### src/rtl/mipi_port_mux.sv
// Purpose: routes one MIPI master (SCLK/SDA) to one of NCH board ports, with glitch-free bank switching.
// Latency: pad outputs are registered (1 cycle); sdi_out lags sda_i by SYNC_STAGES cycles; switch ack GUARD_CYC+1 after drain.
// Backpressure: busy holds a pending switch in DRAIN indefinitely; requests arriving while switching are dropped silently.
module mipi_port_mux #(
    parameter int NCH         = 4,
    parameter int BANK_NBIT   = 2,
    parameter int GUARD_CYC   = 4,
    parameter int SYNC_STAGES = 2
) (
    input  logic                 clk,
    input  logic                 rst_n,
    input  logic                 bank_req_vd,
    input  logic [BANK_NBIT-1:0] bank_req,
    input  logic                 busy,
    output logic                 bank_ack,
    output logic                 bank_err,
    output logic                 switching,
    output logic [BANK_NBIT-1:0] cur_bank,
    input  logic                 sclk_in,
    input  logic                 sdo_in,
    input  logic                 sdo_en_in,
    output logic                 sdi_out,
    output logic [NCH-1:0]       sclk_o,
    output logic [NCH-1:0]       sda_o,
    output logic [NCH-1:0]       sda_oe,
    input  logic [NCH-1:0]       sda_i
);

    localparam logic [1:0] ST_ACTIVE = 2'd0;
    localparam logic [1:0] ST_DRAIN  = 2'd1;
    localparam logic [1:0] ST_PARK   = 2'd2;

    localparam int CNT_W = (GUARD_CYC > 1) ? $clog2(GUARD_CYC) : 1;
    localparam logic [CNT_W-1:0]   GUARD_LOAD = CNT_W'(GUARD_CYC - 1);
    // One extra bit so the range check works even when 2**BANK_NBIT == NCH.
    localparam logic [BANK_NBIT:0] NCH_W      = (BANK_NBIT + 1)'(NCH);

    logic [1:0]           state_q, state_d;
    logic [BANK_NBIT-1:0] cur_bank_q, cur_bank_d;
    logic [BANK_NBIT-1:0] pend_q, pend_d;
    logic [CNT_W-1:0]     cnt_q, cnt_d;
    logic                 ack_q, ack_d;
    logic                 err_q, err_d;
    logic [NCH-1:0]       sclk_q, sclk_d;
    logic [NCH-1:0]       sda_q, sda_d;
    logic [NCH-1:0]       oe_q, oe_d;
    logic [NCH-1:0]       sync_q [SYNC_STAGES];
    logic                 sdi_sel;

    // Bank-switch sequencing: ACTIVE -> DRAIN (wait for !busy) -> PARK (guard time) -> ACTIVE with new bank.
    always_comb begin
        state_d    = state_q;
        cur_bank_d = cur_bank_q;
        pend_d     = pend_q;
        cnt_d      = cnt_q;
        ack_d      = 1'b0;
        err_d      = 1'b0;
        case (state_q)
            ST_ACTIVE: begin
                if (bank_req_vd) begin
                    if ({1'b0, bank_req} >= NCH_W) begin
                        err_d = 1'b1;
                    end else if (bank_req == cur_bank_q) begin
                        ack_d = 1'b1;
                    end else begin
                        pend_d  = bank_req;
                        state_d = ST_DRAIN;
                    end
                end
            end
            ST_DRAIN: begin
                if (!busy) begin
                    state_d = ST_PARK;
                    cnt_d   = GUARD_LOAD;
                end
            end
            ST_PARK: begin
                if (cnt_q == '0) begin
                    state_d    = ST_ACTIVE;
                    cur_bank_d = pend_q;
                    ack_d      = 1'b1;
                end else begin
                    cnt_d = cnt_q - 1'b1;
                end
            end
            default: begin
                state_d = ST_ACTIVE;
            end
        endcase
    end

    // Pad values are derived from the next state so the new bank is routed on the same edge that acks.
    always_comb begin
        sclk_d = '0;
        sda_d  = '0;
        oe_d   = '1;
        if (state_d != ST_PARK) begin
            for (int p = 0; p < NCH; p++) begin
                if (cur_bank_d == (BANK_NBIT)'(p)) begin
                    sclk_d[p] = sclk_in;
                    sda_d[p]  = sdo_in;
                    oe_d[p]   = sdo_en_in;
                end
            end
        end
    end

    // Control state and registered pad outputs.
    always_ff @(posedge clk or negedge rst_n) begin
        if (!rst_n) begin
            state_q    <= ST_ACTIVE;
            cur_bank_q <= '0;
            pend_q     <= '0;
            cnt_q      <= '0;
            ack_q      <= 1'b0;
            err_q      <= 1'b0;
            sclk_q     <= '0;
            sda_q      <= '0;
            oe_q       <= '1;
        end else begin
            state_q    <= state_d;
            cur_bank_q <= cur_bank_d;
            pend_q     <= pend_d;
            cnt_q      <= cnt_d;
            ack_q      <= ack_d;
            err_q      <= err_d;
            sclk_q     <= sclk_d;
            sda_q      <= sda_d;
            oe_q       <= oe_d;
        end
    end

    // Every port's SDA input is synchronised, so switching banks never exposes a fresh async sample.
    always_ff @(posedge clk or negedge rst_n) begin
        if (!rst_n) begin
            for (int s = 0; s < SYNC_STAGES; s++) begin
                sync_q[s] <= '0;
            end
        end else begin
            sync_q[0] <= sda_i;
            for (int s = 1; s < SYNC_STAGES; s++) begin
                sync_q[s] <= sync_q[s-1];
            end
        end
    end

    // Return path: pick the synchronised SDA of the current bank.
    always_comb begin
        sdi_sel = 1'b0;
        for (int p = 0; p < NCH; p++) begin
            if (cur_bank_q == (BANK_NBIT)'(p)) begin
                sdi_sel = sync_q[SYNC_STAGES-1][p];
            end
        end
    end

    assign sdi_out   = (state_q != ST_PARK) && sdi_sel;
    assign switching = (state_q != ST_ACTIVE);
    assign cur_bank  = cur_bank_q;
    assign bank_ack  = ack_q;
    assign bank_err  = err_q;
    assign sclk_o    = sclk_q;
    assign sda_o     = sda_q;
    assign sda_oe    = oe_q;

endmodule
### config.mk
export PLATFORM = sky130hd
export DESIGN_NAME = mipi_port_mux
export DESIGN_NICKNAME = d
export VERILOG_FILES = /design/src/rtl/mipi_port_mux.sv
export SDC_FILE = /design/constraint.sdc
export NUM_CORES = 1
export LEC_CHECK = 0
export ABC_AREA = 1
export CAP_MARGIN = 20
export CORE_ASPECT_RATIO = 0.7
export CORE_MARGIN = 2
export CORE_UTILIZATION = 50
export CTS_CLUSTER_DIAMETER = 30
export DETAILED_ROUTE_END_ITERATION = 8
export GPL_TIMING_DRIVEN = 0
export HOLD_SLACK_MARGIN = 0.15
export PLACE_DENSITY = 0.9
export SETUP_SLACK_MARGIN = 0.3
export SKIP_LAST_GASP = 1
export SYNTH_ARGS = -nofsm -noshare
export SYNTH_HDL_FRONTEND = slang
export SYNTH_SLANG_ARGS = --single-unit
### constraint.sdc
create_clock -name clk -period 2.2 [get_ports clk]
set_input_delay 0.44 -clock clk [delete_from_list [all_inputs] [get_ports clk]]
set_output_delay 0.44 -clock clk [all_outputs]
set_load 0.05 [all_outputs]
* Word level (Yosys, flattened, before mapping)
Index checks and enable logic that the tools add are counted.
W data, S select, Z words.
** Word-level totals
- Register bits after elaboration :: 29
- Input port bits :: 13
- Output and inout bits :: 18
** Cells by class
- Add/subtract/negate cells :: 1
- Eq/ne operators :: 13
- Muxes and demuxes :: 33
- Bitwise operators :: 1
- Reduce and logical (&&, ||, !) cells :: 9
** Operators by type and width (count)
- $mux W1 :: 19
- $mux W2 :: 8
- $mux W4 :: 3
- $eq A2 B2 Y1 const B :: 5
- $logic_not A2 Y1 :: 4
- $ne A2 B2 Y1 const B :: 4
- $eq A2 B1 Y1 const B :: 3
- $pmux W2 S3 :: 1
- $reduce_and A3 Y1 :: 2
- $pmux W2 S2 :: 1
- $reduce_bool A2 Y1 :: 2
- $eq A2 B2 Y1 :: 1
- $pmux W1 S2 :: 1
- $sub A2 B1 Y2 const B :: 1
- $logic_and A1 B1 Y1 :: 1
- $not A1 Y1 :: 1

* Depth between registers and ports, before layout
- Depth in word-level cells :: 6
- Mapped depth :: 9
- Depth with buffers taken out :: 9

* Least setup slack after synthesis
No wires, ideal clock.
- Path type :: flip-flop to output port
- Start :: reg cur_bank_q[1], in the netlist cur_bank[1]
- End :: out sdi_out
- Arrival time :: 1.760 ns
- Path slack :: 0.000 ns
- Cell stages (with the launch flop) :: 5
- Buffers on the path :: 0
- Path through :: dfrtp_1 inv_1 nor2_1 o21ai_0 a21oi_1
** On the way
- Word-level cells in the longest chain between the ends :: 6
- Elaborated cells on any way between the ends :: 9
** RTL lines
- start: declaration :: RTL line 39 : logic [BANK_NBIT-1:0] cur_bank_q, cur_bank_d;
- start signal: assignment :: RTL line 122 : cur_bank_q <= cur_bank_d;
- $logic_not A2 Y1 :: RTL line 151 : if (cur_bank_q == (BANK_NBIT)'(p)) begin
- $mux W1 (3 in series) :: RTL line 151
- $mux W1 (*) :: RTL line 151
- $logic_and A1 B1 Y1 (*) :: RTL line 157 : assign sdi_out = (state_q != ST_PARK) && sdi_sel;
- end: declaration :: RTL line 22 : output logic sdi_out,
Mark *: on every way between the ends. The rest lies on a longest branch, timed or not.

* Worst setup path in the final report
- Start :: reg cur_bank_q[0], in the netlist cur_bank[0]
- End :: out sdi_out
Same word-level chain as after synthesis.

==> out/results.tsv <==
metric	value	unit
status	completed	
peakVddDrop	0.643	mV
worstReg2RegStart	cnt_q[0]	
worstSetupPathType	reg2out	
synthCells	121	
worst_setup_path_start_kind	register	
cp.required	1760	ps
tightest_slew	589	ps
fin_tns_setup	0	ps
cp.depth	4	
critical_path.max_fanout	6	
dp_hpwl	1.76	mm
cap_viol_max_count	0	
fillers	163	
track_usage	19.6	%
grt_use_met3	9.73	%
skew	8.98	ps
nNetsFinal	173	
die_area	2790	um^2
critPathMaxStageDelay	460	ps
drtIter0Drc	31	
antenna_found_initial	0	
ioPinCount	31	
startpoint	cur_bank[0]	
fin_crit	1840	ps
grtUsageMet1	19.6	%
synth_cell_type_count	22	
clock_latency	320	ps
avgSynthCellArea	9.82	um^2
period_share	83.9	%
synth_warnings	0	
leakagePower	0.850	nW
initial_core_util	53.9	%
drtPass1Iterations	4	
globalplace.congestion	0.792	
arrival	1400	ps
crit_path_end_kind	output pin	
hold_buffers	0	
worstPathCellList	inv_1 > o21ai_1 > a21oi_4 > clkbuf_4	
numPlacedInstances	183	
grt-ovfl-total	0	
synthFlopType	dfrtp_1	
grtUsageMet2	34.6	%
max-slew-margin-rel	60.6	%
tritoncts	yes	
clockBufferDepth	2	
hold_path.class	reg2reg	
reg2reg_depth	7	
cp_slowest_cell	dfrtp_2	
fmax	542	MHz
min_path_cells	0	
rsz0062_at_grt	yes	
die_width	62.3	um
grt_pass1_wl	3.96	mm
syn2layout_area_growth	35.4	%
wl_per_cell	12.5	um
yosysSeqAreaShare	61.5	%
synthArstFlopShare	100	%
slew_violations	0	
clkSlewWorstSetupHoldPaths	90	ps
cp_top_family	flip-flops	
wirelength	2.40	mm
grt_pass1_vias	945	
drcViolationCount	0	
vias	963	
numCtsBuffers	5	
io_buffers	29	
syn_nets	136	
power_density	1480	nW/um^2
layout.cells.non_filler	191	
core	2210	um^2
hold_viol_final	0	
core.rowCount	14	
drive_gt1_share	17.6	%
critPathBufInv	2	
synth_edf_count	0	
grt_max_degree	18	
hold_path_startpoint	sync_q[6]	
cts_root_buffer	clkbuf_4	
busiest_layer	met2	
viasPerCell	5.04	
ant_nets	0	
syn_area	1190	um^2
antenna_cells	0	
cts_sinks	29	
ys_seq_elements	29	
die_y	44.8	um
setup_viol	0	
cts_max_level	2	
## layout make-up
class	instances	area [um^2]	area share (%)
Sequential cell	29	733	45.6
Multi-Input combinational cell	76	395	24.6
Timing Repair Buffer	30	297	18.4
Clock buffer	7	65.1	4.04
Inverter	14	55.1	3.42
Tap cell	32	40.0	2.49
Buffer	2	18.8	1.17
Clock inverter	1	5.00	0.311
## flip-flops by register name (all words and copies together) (netlist names)
| register | count |
|---|---|
| cnt_q | 2 |
| bank_ack | 1 |
| sda_oe | 4 |
| sda_o | 4 |
| pend_q | 2 |
| sclk_o | 4 |
| sync_q | 8 |
| cur_bank | 2 |
| state_q | 2 |
## routing by layer
| metal | vias to the layer above | share of wire, % |
|---|---|---|
| met5 | - | 0 |
| met4 | 0 | 2.9 |
| met3 | 6 | 8.9 |
| met2 | 50 | 50 |
| met1 | 447 | 38 |
| li1 | 460 | - |
## metrics by stage
| stage | power [mW] | setup WS, ps | util [%] | hold WS (ps) | area [um^2] |
|---|---|---|---|---|---|
| floorplan | 1.70 | 361 | - | 144 | 1200 |
| global placement | 2.02 | 11.4 | 69.3 | 331 | 1530 |
| detailed placement | 2.08 | -0.495 | 70.0 | 336 | 1550 |
| CTS | 2.39 | 93.0 | 72.6 | 356 | 1600 |
| global route | 2.54 | 282 | 72.9 | 370 | 1610 |
| finish | 2.39 | 355 | 72.9 | 352 | 1610 |
## worst paths after layout
check / end / slack [ps]
min in group asynchronous: sclk_o[0] / 480
hold reg to reg: sync_q[2] / 350
hold / removal: sync_q[2] / 350
max in group asynchronous: sda_oe[2] / 1110
setup / recovery: sdi_out / 360
setup reg to reg: sclk_o[0] / 720
## cells by family after synthesis
kind of cell	Yosys count	synth area share [%]
fa+ha+maj	2	2.10
xor+xnor	2	1.47
flops	29	61.5
compound gates	8	3.89
other cells	1	0.315
buf+inv	16	6.21
simple gates	63	24.5
## synth_stat cells (2+ instances only)
library cell / instances / area [um^2]
dfrtp_1: 25 / 626
nand2_4: 2 / 22.5
xnor2_1: 2 / 17.5
nor2_1: 16 / 60.1
dfstp_2: 4 / 105
inv_1: 12 / 45.0
o21ai_0: 5 / 25.0
nand4_1: 3 / 18.8
nand2_1: 21 / 78.8
nand3_1: 18 / 90.1
ha_1: 2 / 25.0
## power by group
part           switching (mW)  leakage, nW  internal (mW)  total (mW)
registers              0.0777        0.354          0.690       0.768
logic                   0.898        0.455          0.361        1.26
clock network           0.176       0.0413          0.185       0.361
## cell usage in the layout, fill, tap and decap left out, types with 2 or more instances in the layout
| cell | instances |
|---|---|
| o21ai_0 | 3 |
| dfrtp_1 | 23 |
| dlygate4sd2_1 | 12 |
| clkbuf_8 | 2 |
| nor2_1 | 16 |
| xnor2_1 | 2 |
| clkbuf_4 | 6 |
| inv_1 | 12 |
| dfstp_2 | 4 |
| nand2_4 | 2 |
| clkdlybuf4s50_1 | 12 |
| dfrtp_2 | 2 |
| dlymetal6s2s_1 | 3 |
| o21ai_1 | 2 |
| nand2_1 | 21 |
| nand4_1 | 3 |
| ha_1 | 2 |
| nand3_1 | 18 |
## what timing repair did
item                       in CTS  in global routing
pin swaps                       0                  0
setup buffers                   0                  0
resized for setup              19                  9
setup endpoints to repair      14                  4
gates cloned                    0                  0
Note: power is estimated with default switching activity, not from simulation.
